===== config.mk =====
export PLATFORM = sky130hd
export DESIGN_NAME = mem_line_initiator
export DESIGN_NICKNAME = d
export VERILOG_FILES = /design/src/rtl/mem_line_initiator_pkg.sv /design/src/rtl/mem_line_initiator_deserializer.sv /design/src/rtl/mem_line_initiator.sv
export SDC_FILE = /design/constraint.sdc
export NUM_CORES = 1
export LEC_CHECK = 0
export BUFFER_PORTS_ARGS = -buffer_cell sky130_fd_sc_hd__clkbuf_2
export CAP_MARGIN = 15
export CORE_AREA = 2 2 535 537
export DETAILED_ROUTE_END_ITERATION = 12
export DIE_AREA = 0 0 537 539
export GPL_ROUTABILITY_DRIVEN = 0
export GPL_TIMING_DRIVEN = 0
export PLACE_DENSITY = 0.3
export SYNTH_ARGS = -nofsm -noshare
export SYNTH_HDL_FRONTEND = slang
export SYNTH_SLANG_ARGS = --single-unit

===== constraint.sdc =====
create_clock -name clk -period 19.5 [get_ports clk]
set_input_delay 3.9 -clock clk [delete_from_list [all_inputs] [get_ports clk]]
set_output_delay 3.9 -clock clk [all_outputs]
set_load 0.1 [all_outputs]

===== src/rtl/mem_line_initiator_pkg.sv =====
// Shared constants and state encoding for the beat-serialized memory protocol initiator.
// Defaults match the block-RAM memory responder on the other side of the port.
package mem_line_initiator_pkg;

    localparam int MEM_ADDR_BITS_DEF   = 26;
    localparam int MEM_DATA_BITS_DEF   = 128;
    localparam int MEM_TAG_BITS_DEF    = 4;
    localparam int MEM_DATA_CYCLES_DEF = 4;

    typedef enum logic [1:0] {
        IDLE    = 2'd0,
        WRITE   = 2'd1,
        RD_REQ  = 2'd2,
        RD_WAIT = 2'd3
    } mli_state_e;

    // Beat counter width; a line always has at least two beats.
    function automatic int beat_cnt_bits(input int cycles);
        return (cycles <= 2) ? 1 : $clog2(cycles);
    endfunction

endpackage


===== src/rtl/mem_line_initiator_deserializer.sv =====
// Collects read response beats into a line and pulses line_val the cycle after the last beat.
// The visible line only changes on completion, so it stays stable while the next read is collected.
module mem_line_deserializer
    import mem_line_initiator_pkg::*;
#(
    parameter int MEM_DATA_BITS   = MEM_DATA_BITS_DEF,
    parameter int MEM_TAG_BITS    = MEM_TAG_BITS_DEF,
    parameter int MEM_DATA_CYCLES = MEM_DATA_CYCLES_DEF,
    localparam int LINE_BITS      = MEM_DATA_BITS * MEM_DATA_CYCLES,
    localparam int CNT_BITS       = beat_cnt_bits(MEM_DATA_CYCLES)
) (
    input  logic                     clk,
    input  logic                     reset,
    input  logic                     beat_val,
    input  logic [MEM_DATA_BITS-1:0] beat_data,
    input  logic [MEM_TAG_BITS-1:0]  txn_tag,
    output logic                     last_beat,
    output logic                     line_val,
    output logic [LINE_BITS-1:0]     line_data,
    output logic [MEM_TAG_BITS-1:0]  line_tag
);

    localparam logic [CNT_BITS-1:0] LAST_SLOT = CNT_BITS'(MEM_DATA_CYCLES - 1);

    logic [CNT_BITS-1:0]      rcnt_q, rcnt_d;
    logic                     line_val_q, line_val_d;
    logic [LINE_BITS-1:0]     line_data_q;
    logic [MEM_TAG_BITS-1:0]  line_tag_q;
    logic [MEM_DATA_BITS-1:0] beats_q [MEM_DATA_CYCLES-1];
    logic [LINE_BITS-1:0]     assembled;

    always_comb begin
        rcnt_d     = rcnt_q;
        last_beat  = beat_val && (rcnt_q == LAST_SLOT);
        line_val_d = last_beat;
        if (beat_val) begin
            rcnt_d = rcnt_q + 1'b1;
        end
    end

    always_ff @(posedge clk) begin
        if (reset) begin
            rcnt_q     <= '0;
            line_val_q <= 1'b0;
        end else begin
            rcnt_q     <= rcnt_d;
            line_val_q <= line_val_d;
        end
    end

    // Early beats park in a staging buffer; the final beat goes straight into the top slot.
    for (genvar gi = 0; gi < MEM_DATA_CYCLES - 1; gi++) begin : g_slot
        always_ff @(posedge clk) begin
            if (beat_val && (rcnt_q == CNT_BITS'(gi))) begin
                beats_q[gi] <= beat_data;
            end
        end
        assign assembled[gi*MEM_DATA_BITS +: MEM_DATA_BITS] = beats_q[gi];
    end
    assign assembled[(MEM_DATA_CYCLES-1)*MEM_DATA_BITS +: MEM_DATA_BITS] = beat_data;

    always_ff @(posedge clk) begin
        if (last_beat) begin
            line_data_q <= assembled;
            line_tag_q  <= txn_tag;
        end
    end

    assign line_val  = line_val_q;
    assign line_data = line_data_q;
    assign line_tag  = line_tag_q;

endmodule


===== src/rtl/mem_line_initiator.sv =====
// Line-level client of the beat-serialized memory port: serializes write lines into beats,
// issues reads as a single request beat and returns the reassembled response line.
module mem_line_initiator
    import mem_line_initiator_pkg::*;
#(
    parameter int MEM_ADDR_BITS   = MEM_ADDR_BITS_DEF,
    parameter int MEM_DATA_BITS   = MEM_DATA_BITS_DEF,
    parameter int MEM_TAG_BITS    = MEM_TAG_BITS_DEF,
    parameter int MEM_DATA_CYCLES = MEM_DATA_CYCLES_DEF,
    localparam int LINE_BITS      = MEM_DATA_BITS * MEM_DATA_CYCLES
) (
    input  logic                     clk,
    input  logic                     reset,

    input  logic                     line_req_val,
    output logic                     line_req_rdy,
    input  logic                     line_req_rw,
    input  logic [MEM_ADDR_BITS-1:0] line_req_addr,
    input  logic [LINE_BITS-1:0]     line_req_data,
    input  logic [MEM_TAG_BITS-1:0]  line_req_tag,

    output logic                     line_resp_val,
    output logic [LINE_BITS-1:0]     line_resp_data,
    output logic [MEM_TAG_BITS-1:0]  line_resp_tag,

    output logic                     mem_req_val,
    input  logic                     mem_req_rdy,
    output logic                     mem_req_rw,
    output logic [MEM_ADDR_BITS-1:0] mem_req_addr,
    output logic [MEM_DATA_BITS-1:0] mem_req_data,
    output logic [MEM_TAG_BITS-1:0]  mem_req_tag,

    input  logic                     mem_resp_val,
    input  logic [MEM_DATA_BITS-1:0] mem_resp_data,
    input  logic [MEM_TAG_BITS-1:0]  mem_resp_tag,

    output logic                     proto_error
);

    localparam int CNT_BITS = beat_cnt_bits(MEM_DATA_CYCLES);
    localparam logic [CNT_BITS-1:0] LAST_BEAT = CNT_BITS'(MEM_DATA_CYCLES - 1);

    mli_state_e               state_q, state_d;
    logic [CNT_BITS-1:0]      wcnt_q, wcnt_d;
    logic                     proto_error_q, proto_error_d;
    logic [MEM_ADDR_BITS-1:0] addr_q, addr_d;
    logic [MEM_TAG_BITS-1:0]  tag_q, tag_d;
    logic [LINE_BITS-1:0]     data_q, data_d;

    logic                     rd_beat_val;
    logic                     rd_last_beat;
    logic [MEM_DATA_BITS-1:0] wbeats [MEM_DATA_CYCLES];

    always_comb begin
        state_d       = state_q;
        wcnt_d        = wcnt_q;
        addr_d        = addr_q;
        tag_d         = tag_q;
        data_d        = data_q;
        proto_error_d = proto_error_q;

        case (state_q)
            IDLE: begin
                if (line_req_val) begin
                    addr_d  = line_req_addr;
                    tag_d   = line_req_tag;
                    data_d  = line_req_data;
                    state_d = line_req_rw ? WRITE : RD_REQ;
                end
            end
            WRITE: begin
                if (mem_req_rdy) begin
                    wcnt_d = wcnt_q + 1'b1;
                    if (wcnt_q == LAST_BEAT) begin
                        state_d = IDLE;
                    end
                end
            end
            RD_REQ: begin
                if (mem_req_rdy) begin
                    state_d = RD_WAIT;
                end
            end
            RD_WAIT: begin
                if (rd_last_beat) begin
                    state_d = IDLE;
                end
            end
            default: state_d = IDLE;
        endcase

        // Mismatched tags are flagged but the beat is still stored and counted.
        if (mem_resp_val && ((state_q != RD_WAIT) || (mem_resp_tag != tag_q))) begin
            proto_error_d = 1'b1;
        end
    end

    always_ff @(posedge clk) begin
        if (reset) begin
            state_q       <= IDLE;
            wcnt_q        <= '0;
            proto_error_q <= 1'b0;
        end else begin
            state_q       <= state_d;
            wcnt_q        <= wcnt_d;
            proto_error_q <= proto_error_d;
        end
    end

    always_ff @(posedge clk) begin
        addr_q <= addr_d;
        tag_q  <= tag_d;
        data_q <= data_d;
    end

    for (genvar gi = 0; gi < MEM_DATA_CYCLES; gi++) begin : g_wbeat
        assign wbeats[gi] = data_q[gi*MEM_DATA_BITS +: MEM_DATA_BITS];
    end

    assign line_req_rdy = (state_q == IDLE) && !reset;
    assign mem_req_val  = (state_q == WRITE) || (state_q == RD_REQ);
    assign mem_req_rw   = (state_q == WRITE);
    assign mem_req_addr = addr_q;
    assign mem_req_tag  = tag_q;
    assign mem_req_data = wbeats[wcnt_q];
    assign proto_error  = proto_error_q;

    assign rd_beat_val = mem_resp_val && (state_q == RD_WAIT);

    mem_line_deserializer #(
        .MEM_DATA_BITS   (MEM_DATA_BITS),
        .MEM_TAG_BITS    (MEM_TAG_BITS),
        .MEM_DATA_CYCLES (MEM_DATA_CYCLES)
    ) u_deser (
        .clk       (clk),
        .reset     (reset),
        .beat_val  (rd_beat_val),
        .beat_data (mem_resp_data),
        .txn_tag   (tag_q),
        .last_beat (rd_last_beat),
        .line_val  (line_resp_val),
        .line_data (line_resp_data),
        .line_tag  (line_resp_tag)
    );

endmodule


Word-level counts from Yosys, hierarchy flattened. Memory sizes are Yosys's and may differ from the RTL's. A register that Yosys moved wholly into a read port is not among the register bits. Cells that the tools add are included.

Bits in registers: 1066. Memory bits (writable): 384. Input bits: 680. Output and inout bits: 679. Memories: 1.

Memory list: u_deser.beats_q (depth 3, bits a word 128, read ports 3, clocked after Yosys merged registers in 3, wr ports 1, line mem_line_initiator_deserializer.sv:29) `logic [MEM_DATA_BITS-1:0] beats_q [MEM_DATA_CYCLES-1];`.

Add/subtract/negate cells: 2. Order comparisons: 1. Equality and inequality tests: 14. Mux-type cells: 22. Bitwise operators: 1. Reductions and logical operators: 17.

Operators with widths (number): $mux 128 (4); $bmux 128 s2 (1); $reduce_or 128->1 (2); $mux 2 (8); $eq 2x2->1 const B (5); $ne 2x2->1 const B (5); $mux 1 (8); $pmux 2 s4 (1); $logic_and 1x1->1 (7); $reduce_and 5->1 (1); $add 2x1->2 const B (2); $eq 2x1->1 const B (2); $logic_not 2->1 (2); $ne 4x4->1 (1); $reduce_and 2->1 (2); $ge 3x3->1 const B (1); $not 2->3 (1); $logic_or 1x1->1 (2); $ne 2x1->1 const B (1); $logic_not 1->1 (1).

Logic depth before layout (Yosys ltp). Gate-level depths: netlist (run 1).

Word-level depth: 8. Mapped depth: 6. Gate-level depth less buffers: 6.

Cells and area by module. From an unflattened synthesis (run 1), not the netlist that was laid out.

Cells, all modules: 1658. Area, all modules: 46961.3 sq um.

Modules (own cells, without submodules): mem_line_deserializer (instances 1, cells each 918, area an instance 27204.8 sq um, sequential area each 27086.0 sq um); mem_line_initiator (instances 1, cells each 740, area an instance 19756.4 sq um, sequential area each 16375.7 sq um).

Least setup slack after synthesis (run 1). No wires, ideal clock.

Path kind: input -> register. Start: in line_req_val. End: reg data_q[0], enable pin. Setup time: 0.976 ns. Arrival: 16.060 ns. Data required time: 18.524 ns. Slack: 2.464 ns. Cell stages on the path: 1. Buffers on the path: 0. Path through: and2_1.

Longest elaborated chain between the ends: 1.

RTL lines: start: declaration (line mem_line_initiator.sv:15) `input logic line_req_val,`; $reduce_and 2->1 (no line); end signal: assignment (line mem_line_initiator.sv:113) `data_q <= data_d;`; end: declaration (line mem_line_initiator.sv:48) `logic [LINE_BITS-1:0] data_q, data_d;`.

Every way passes these cells. A chain may end at the register's enable or synchronous reset.

Worst setup path in the final report (run 1).
Start: in reset. End: out line_req_rdy.

Longest elaborated chain between the ends: 2.

RTL lines: start: declaration (line mem_line_initiator.sv:13) `input logic reset,`; $logic_not 1->1 (line mem_line_initiator.sv:120) `assign line_req_rdy = (state_q == IDLE) && !reset;`; $logic_and 1x1->1 (line mem_line_initiator.sv:120); end: declaration (line mem_line_initiator.sv:16) `output logic line_req_rdy,`.

Every way passes these cells.

==> results of run 1 <==
-- path summary, 6_finish.rpt --
path,from,end,slack [ns],cells after the start
max,reset,line_req_rdy,10.78,4
min,u_deser.beats_q[0][363],line_resp_data[363],0.39,0
max reg2reg,state_q[0],u_deser.line_data[409],14.83,10
min reg2reg,u_deser.beats_q[0][363],line_resp_data[363],0.39,0
-- cell usage after synthesis --
| library cell | instances |
|---|---|
| nand3_1 | 2 |
| nor2b_1 | 3 |
| o31ai_1 | 2 |
| nor2_1 | 3 |
| a21oi_1 | 3 |
| and3_2 | 4 |
| mux2i_1 | 2 |
| clkbuf_1 | 2 |
| buf_2 | 15 |
| buf_4 | 12 |
| ha_1 | 10 |
| edfxtp_1 | 1442 |
| o41ai_1 | 1 |
| mux4_2 | 128 |
| a22o_1 | 1 |
| xor2_1 | 4 |
| dfxtp_1 | 8 |
| or4_1 | 2 |
| and2_1 | 1 |
| xnor2_1 | 2 |
| inv_1 | 7 |
| a2bb2oi_1 | 1 |
| nand2_1 | 6 |
-- power by group --
part	leakage (nW)	total, W	internal, W	switching [W]
logic	6.95	0.00152	0.000299	0.00122
clock network	2.64	0.00317	0.00181	0.00135
registers	13.3	0.00387	0.00378	0.0000965
-- metal layers --
layer	vias to the layer above	wire [um]	GRT usage [%]
met3	298	26900	7.61
met4	32	5670	3.97
met2	1262	89000	20.5
met5	-	180	0
met1	12410	66100	13.0
li1	10190	-	-
-- critical path, stage by stage --
cell	delay [ns]
clkbuf_2	0.09
buf_2	0.20
nor2b_1	0.13
clkbuf_2	0.49
-- registers in the layout, summed over array words and instances (netlist names), 4 cells and up --
register,cells
mem_req_addr,26
u_deser.line_tag,4
data_q,512
u_deser.beats_q,384
u_deser.line_data,128
line_resp_data,384
mem_req_tag,4
-- cell families after synthesis --
group	count (synthesis)
compound gates	8
xor+xnor	6
fa+ha+maj	10
buf+inv	36
flops	1450
mux	130
simple gates	21
-- cells in the final DEF, fill, tap and decap left out, drive strengths merged, types with 4 or more instances in the layout --
master	n
clkbuf	1582
edfxtp	1442
mux4	128
clkinv	72
buf	55
diode	30
inv	14
ha	10
clkinvlp	8
bufinv	8
dfxtp	8
nand2	6
and3	4
xor2	4
-- final cells by class --
class                   instances  area, sq um  area share, %
diodes                         30         75.1          0.116
flip-flops and latches       1450        43500           67.2
inverters                       7         26.3         0.0406
well taps                    3762         4710           7.27
plain buffers                  29          173          0.267
repair buffers               1386         7550           11.7
clock buffers                 222         4690           7.25
multi-input cells             175         3270           5.05
clock inverters                95          763           1.18
-- metrics by stage --
stage	worst slack, ns	setup TNS (ns)
3_5_place_dp	10.74	0
6_report	10.78	0
3_3_place_gp	-5.21	-2672.47
5_1_grt	10.71	0
2_1_floorplan	2.46	0
4_1_cts	10.74	0
==> results.toml, run 1 <==
[run_status]
status = "finished clean"

[die]
design.die.area_sq_mm = 0.289
dieHeight_um = 539
ioPinCount = 1359
start_util_pct = 16.5
die_w_um = 537
rows = 196
core-area_sq_mm = 0.284

[cts]
cts_tree = "done"
cts-root-buf = "clkbuf_16"
cts.clk_slew.worst_paths_ns = 0.06
insertion_delay_ns = 0.84
cts-htree-levels = 4
clk_path_buf_depth = 4
cts_hold_buf = 0
clock-sinks = 1450
cts_buffers = 177
postCtsResizedCells = 0
cts_setup_buffers = 0

[sta]
post-route-min-period_ns = 8.72
relSlewSlack_pct = 21.1
hold_slack_ns = 0.392
skew_ns = 0.0536
rsz0062_at_grt = "false"
hold_viol = 0
post-route-period-util_pct = 44.7
max_freq_mhz = 115
report.final.slew_viol_count = 0
finalSetupViolations = 0
tightest_slew_ns = 1.18

[setup_path]
cp-end-kind = "output port"
cp.required_ns = 15.60
worst-setup-path-type = "input port to output port"
crit_fanout = 10
start_kind = "input port"
arrival_ns = 4.82

[grt]
grt_max_degree = 65
grt_pass1_vias = 25241
grt.overflow.total = 0
antenna_found_initial = 64
grt_pass1_wl_um = 242000
grt.total_usage_pct = 12.4

[yosys]
synth_cell_type_count = 23
synth-adder-area-share_pct = 0.267
synth-seq-cells = 1450
synthXorXnorAreaFrac_pct = 0.112
yosys_warnings = 0
seq_area_frac_synth_pct = 92.6
yosys.area.top_type = "edfxtp_1"
synth-compound-area-share_pct = 0.120
netlist_instances = 1661
synth_top_family_by_area = "multiplexers"
synth_area_leaders = "edfxtp_1 92%, mux4_2 6.1%, dfxtp_1 0.34%, ha_1 0.27%, buf_4 0.19%"
synthesis.area_sq_mm = 0.0469
synthSimpleGateAreaFrac_pct = 0.243
syn_avg_cell_area_sq_um = 28.2
synth_top_area_share_pct = 92.3
synthMuxAreaShare_pct = 6.19
synth_fp_nets = 2351

[placed_design]
postPlaceCellArea_sq_mm = 0.0592
io_buffers = 1358
post-dp-hpwl_um = 143000
dp_cells = 6809

[job]
maxCapViolCount = 0

[final_layout]
fin_util_pct = 22.8
drive_gt1_share_pct = 52.8
fin_cells = 7156
fill_cells = 29620
area_growth_pct = 38.0
final_nets = 3916
finalInstanceArea_sq_mm = 0.0647

[power_and_ir_drop]
leakagePower_nw = 22.9
powerDensity_mw_per_mm2 = 132
ir_drop_mv = 0.0633
power_w = 0.00856

[detailed_routing]
drt_iter0_markers = 1826
ant_nets = 0
wl_per_cell_um = 26.3
drc = 0
vias = 24192
vias_per_cell = 3.38
dr.pass1.iters = 4
wirelength_um = 188000

[min_path]
min_path_type = "register to register"
Power figures use the tool's default switching activity.
==> run 2: changes to the inputs <==
Settings changed: ABC_AREA set to 1, CORE_AREA 2 2 535 537 to 2 2 530 532, DIE_AREA 0 0 537 539 to 0 0 532 534, PLACE_DENSITY 0.3 to 0.32.
Clock period 19.5 ns to 7.1 ns, I/O delays scaled along.
==> results.toml, run 2 <==
[power_and_ir_drop]
clkPwrFrac_pct = 34.3
p_switching_w = 0.00880
comb_power_share_pct = 22.9
seqPwrFrac_pct = 42.8
power_w = 0.0249
p_int_w = 0.0161
powerDensity_mw_per_mm2 = 378
leakagePower_nw = 23.7
p_sw_share_pct = 35.3
ir_drop_mv = 0.299

[yosys]
syn_avg_cell_area_sq_um = 21.2
synthTopCellsByCount = "1442 x edfxtp_1, 267 x nor2_1, 170 x o21ai_0, 88 x o22ai_1, 85 x o21ai_1"
yosys_warnings = 0
seq_area_frac_synth_pct = 91.1
synth_top_area_share_pct = 90.7
synth_edf_count = 1442
yosys.area.top_type = "edfxtp_1"
synth_ff_type = "edfxtp_1"
yosysMostFrequentCell = "edfxtp_1"
netlist_instances = 2253
synthArstFlopShare_pct = 0
synth-seq-cells = 1450
synth_area_leaders = "edfxtp_1 91%, nor2_1 2.1%, o21ai_0 1.8%, o22ai_1 1.2%, o22ai_2 1.0%"
synth_cell_type_count = 25
synth_fp_nets = 2943
synthesis.area_sq_mm = 0.0477

[final_layout]
finalInstanceArea_sq_mm = 0.0659
fill_cells = 29283
ff_latch_area_sq_mm = 0.0435
fin_cells = 7741
largest_register = "data_q"
drive_gt1_share_pct = 44.1
final_common_cell = "edfxtp_1"
largest_reg_flops = 512
final_nets = 4531
multi_input_area_sq_mm = 0.00372
area_growth_pct = 38.0
final_cell_mix = "1442 x edfxtp_1, 1359 x clkbuf_2, 263 x nor2_1"

[min_path]
min_path_type = "register to register"

[sta]
skew_ns = 0.0339
relSlewSlack_pct = 39.6
rsz0062_at_grt = "false"
max_freq_mhz = 189
post-route-period-util_pct = 74.6
finalSetupViolations = 0
tightest_slew_ns = 0.906
post-route-min-period_ns = 5.30
hold_viol = 0
report.final.slew_viol_count = 0

[grt]
grt.total_usage_pct = 13.8
grt_pass1_vias = 28866
grt.overflow.total = 0
grt_pass1_wl_um = 267000
antenna_found_initial = 129
grt_max_degree = 43

[cts]
cts_buffers = 172
clock-sinks = 1450
postCtsResizedCells = 0
cts_setup_buffers = 0
cts-root-buf = "clkbuf_16"
cts.clk_slew.worst_paths_ns = 0.05
cts_tree = "done"
cts_hold_buf = 0
insertion_delay_ns = 0.83
clk_path_buf_depth = 4
cts-htree-levels = 4

[die]
core-area_sq_mm = 0.278
rows = 194
die_w_um = 532
start_util_pct = 17.1
dieHeight_um = 534
ioPinCount = 1359
design.die.area_sq_mm = 0.284

[detailed_routing]
vias_per_cell = 3.55
drt_iter0_markers = 1915
ant_nets = 0
drc = 0
dr.pass1.iters = 5
wirelength_um = 203000
wl_per_cell_um = 26.3
vias = 27444

[placed_design]
post-dp-hpwl_um = 163000
dp_cells = 7391
io_buffers = 1358
postPlaceCellArea_sq_mm = 0.0604

[job]
maxCapViolCount = 0

[setup_path]
crit_fanout = 10
arrival_ns = 3.88
worst-setup-path-type = "register to output port"
cp.required_ns = 5.68
cp-end-kind = "output port"
start_kind = "register"

[run_status]
status = "finished clean"
## run 2: changes by cell type in the layout (fill, tap and decap cells not counted), sizes merged, moves of 26 or more
cell    previous run  this run
buf               55       104
clkbuf          1582      1608
mux4             128         0
nor2               3       267
o21ai              0       263
o22ai              0       128
## run 2: layout make-up
class                           instances  area share, %
Buffer                                 84          0.802
Clock buffer                          214           6.87
Inverter                               21          0.129
Tap cell                             3724           7.07
Timing Repair Buffer                 1414           12.1
Multi-Input combinational cell        698           5.65
Antenna cell                           39          0.148
Clock inverter                         97           1.26
Sequential cell                      1450           66.0
## run 2: per-stage QoR
stage          setup TNS [ns]  util [%]  hold slack, ns  setup WS, ns
6_report                    0      23.7           0.408          1.80
5_1_grt                     0      23.6           0.416          1.55
4_1_cts                     0      23.6           0.409          1.43
3_5_place_dp                0      21.7           0.405          2.36
3_3_place_gp         -9100.30      21.3           0.400         -8.19
2_1_floorplan        -2852.95         -           0.400         -2.91
## run 2: final timing paths
check / cells past startpoint / startpoint / slack (ns) / endpoint
min: 0 / u_deser.beats_q[0][322] / 0.41 / line_resp_data[322]
max: 5 / wcnt_q[0] / 1.80 / mem_req_data[53]
max reg2reg: 11 / state_q[1] / 3.83 / line_resp_data[50]
min reg2reg: 0 / u_deser.beats_q[0][322] / 0.41 / line_resp_data[322]
## run 2: worst max-delay path: stages (launching register included)
cell	delay (ns)
dfxtp_1	0.68
buf_6	0.32
clkbuf_1	0.65
o21ai_0	0.48
o22ai_1	0.36
clkbuf_2	0.55
## run 2: layer usage
layer | part of all wire [%] | up-vias | GRT usage [%] | routed length (um)
li1 | - | 12102 | - | -
met1 | 36 | 13540 | 14.6 | 72900
met2 | 50 | 1287 | 24.5 | 102000
met3 | 10 | 405 | 6.25 | 20300
met4 | 3.4 | 110 | 4.35 | 6830
met5 | 0.35 | - | 0 | 720
## run 2: cell families (layout without fill, tap and decap cells)
family / count (synthesis) / count (layout) / share of synthesized area, %
adder cells (fa/ha/maj): 10 / 10 / 0.262
buffers and inverters: 105 / 1830 / 1.27
XOR/XNOR: 1 / 1 / 0.0184
AO/OA/AOI/OAI: 397 / 397 / 5.09
flip-flops: 1450 / 1450 / 91.1
other: 0 / 39 / 0
AND/OR/NAND/NOR: 290 / 290 / 2.30
## run 2: power groups by stage
stage,logic [W],clock network [W],registers (W)
floorplan,0.00367,0,0.0112
global placement,0.00543,0,0.0112
detailed placement,0.00584,0,0.0109
CTS,0.00585,0.00887,0.0107
global route,0.00592,0.00918,0.0107
finish,0.00571,0.00854,0.0107
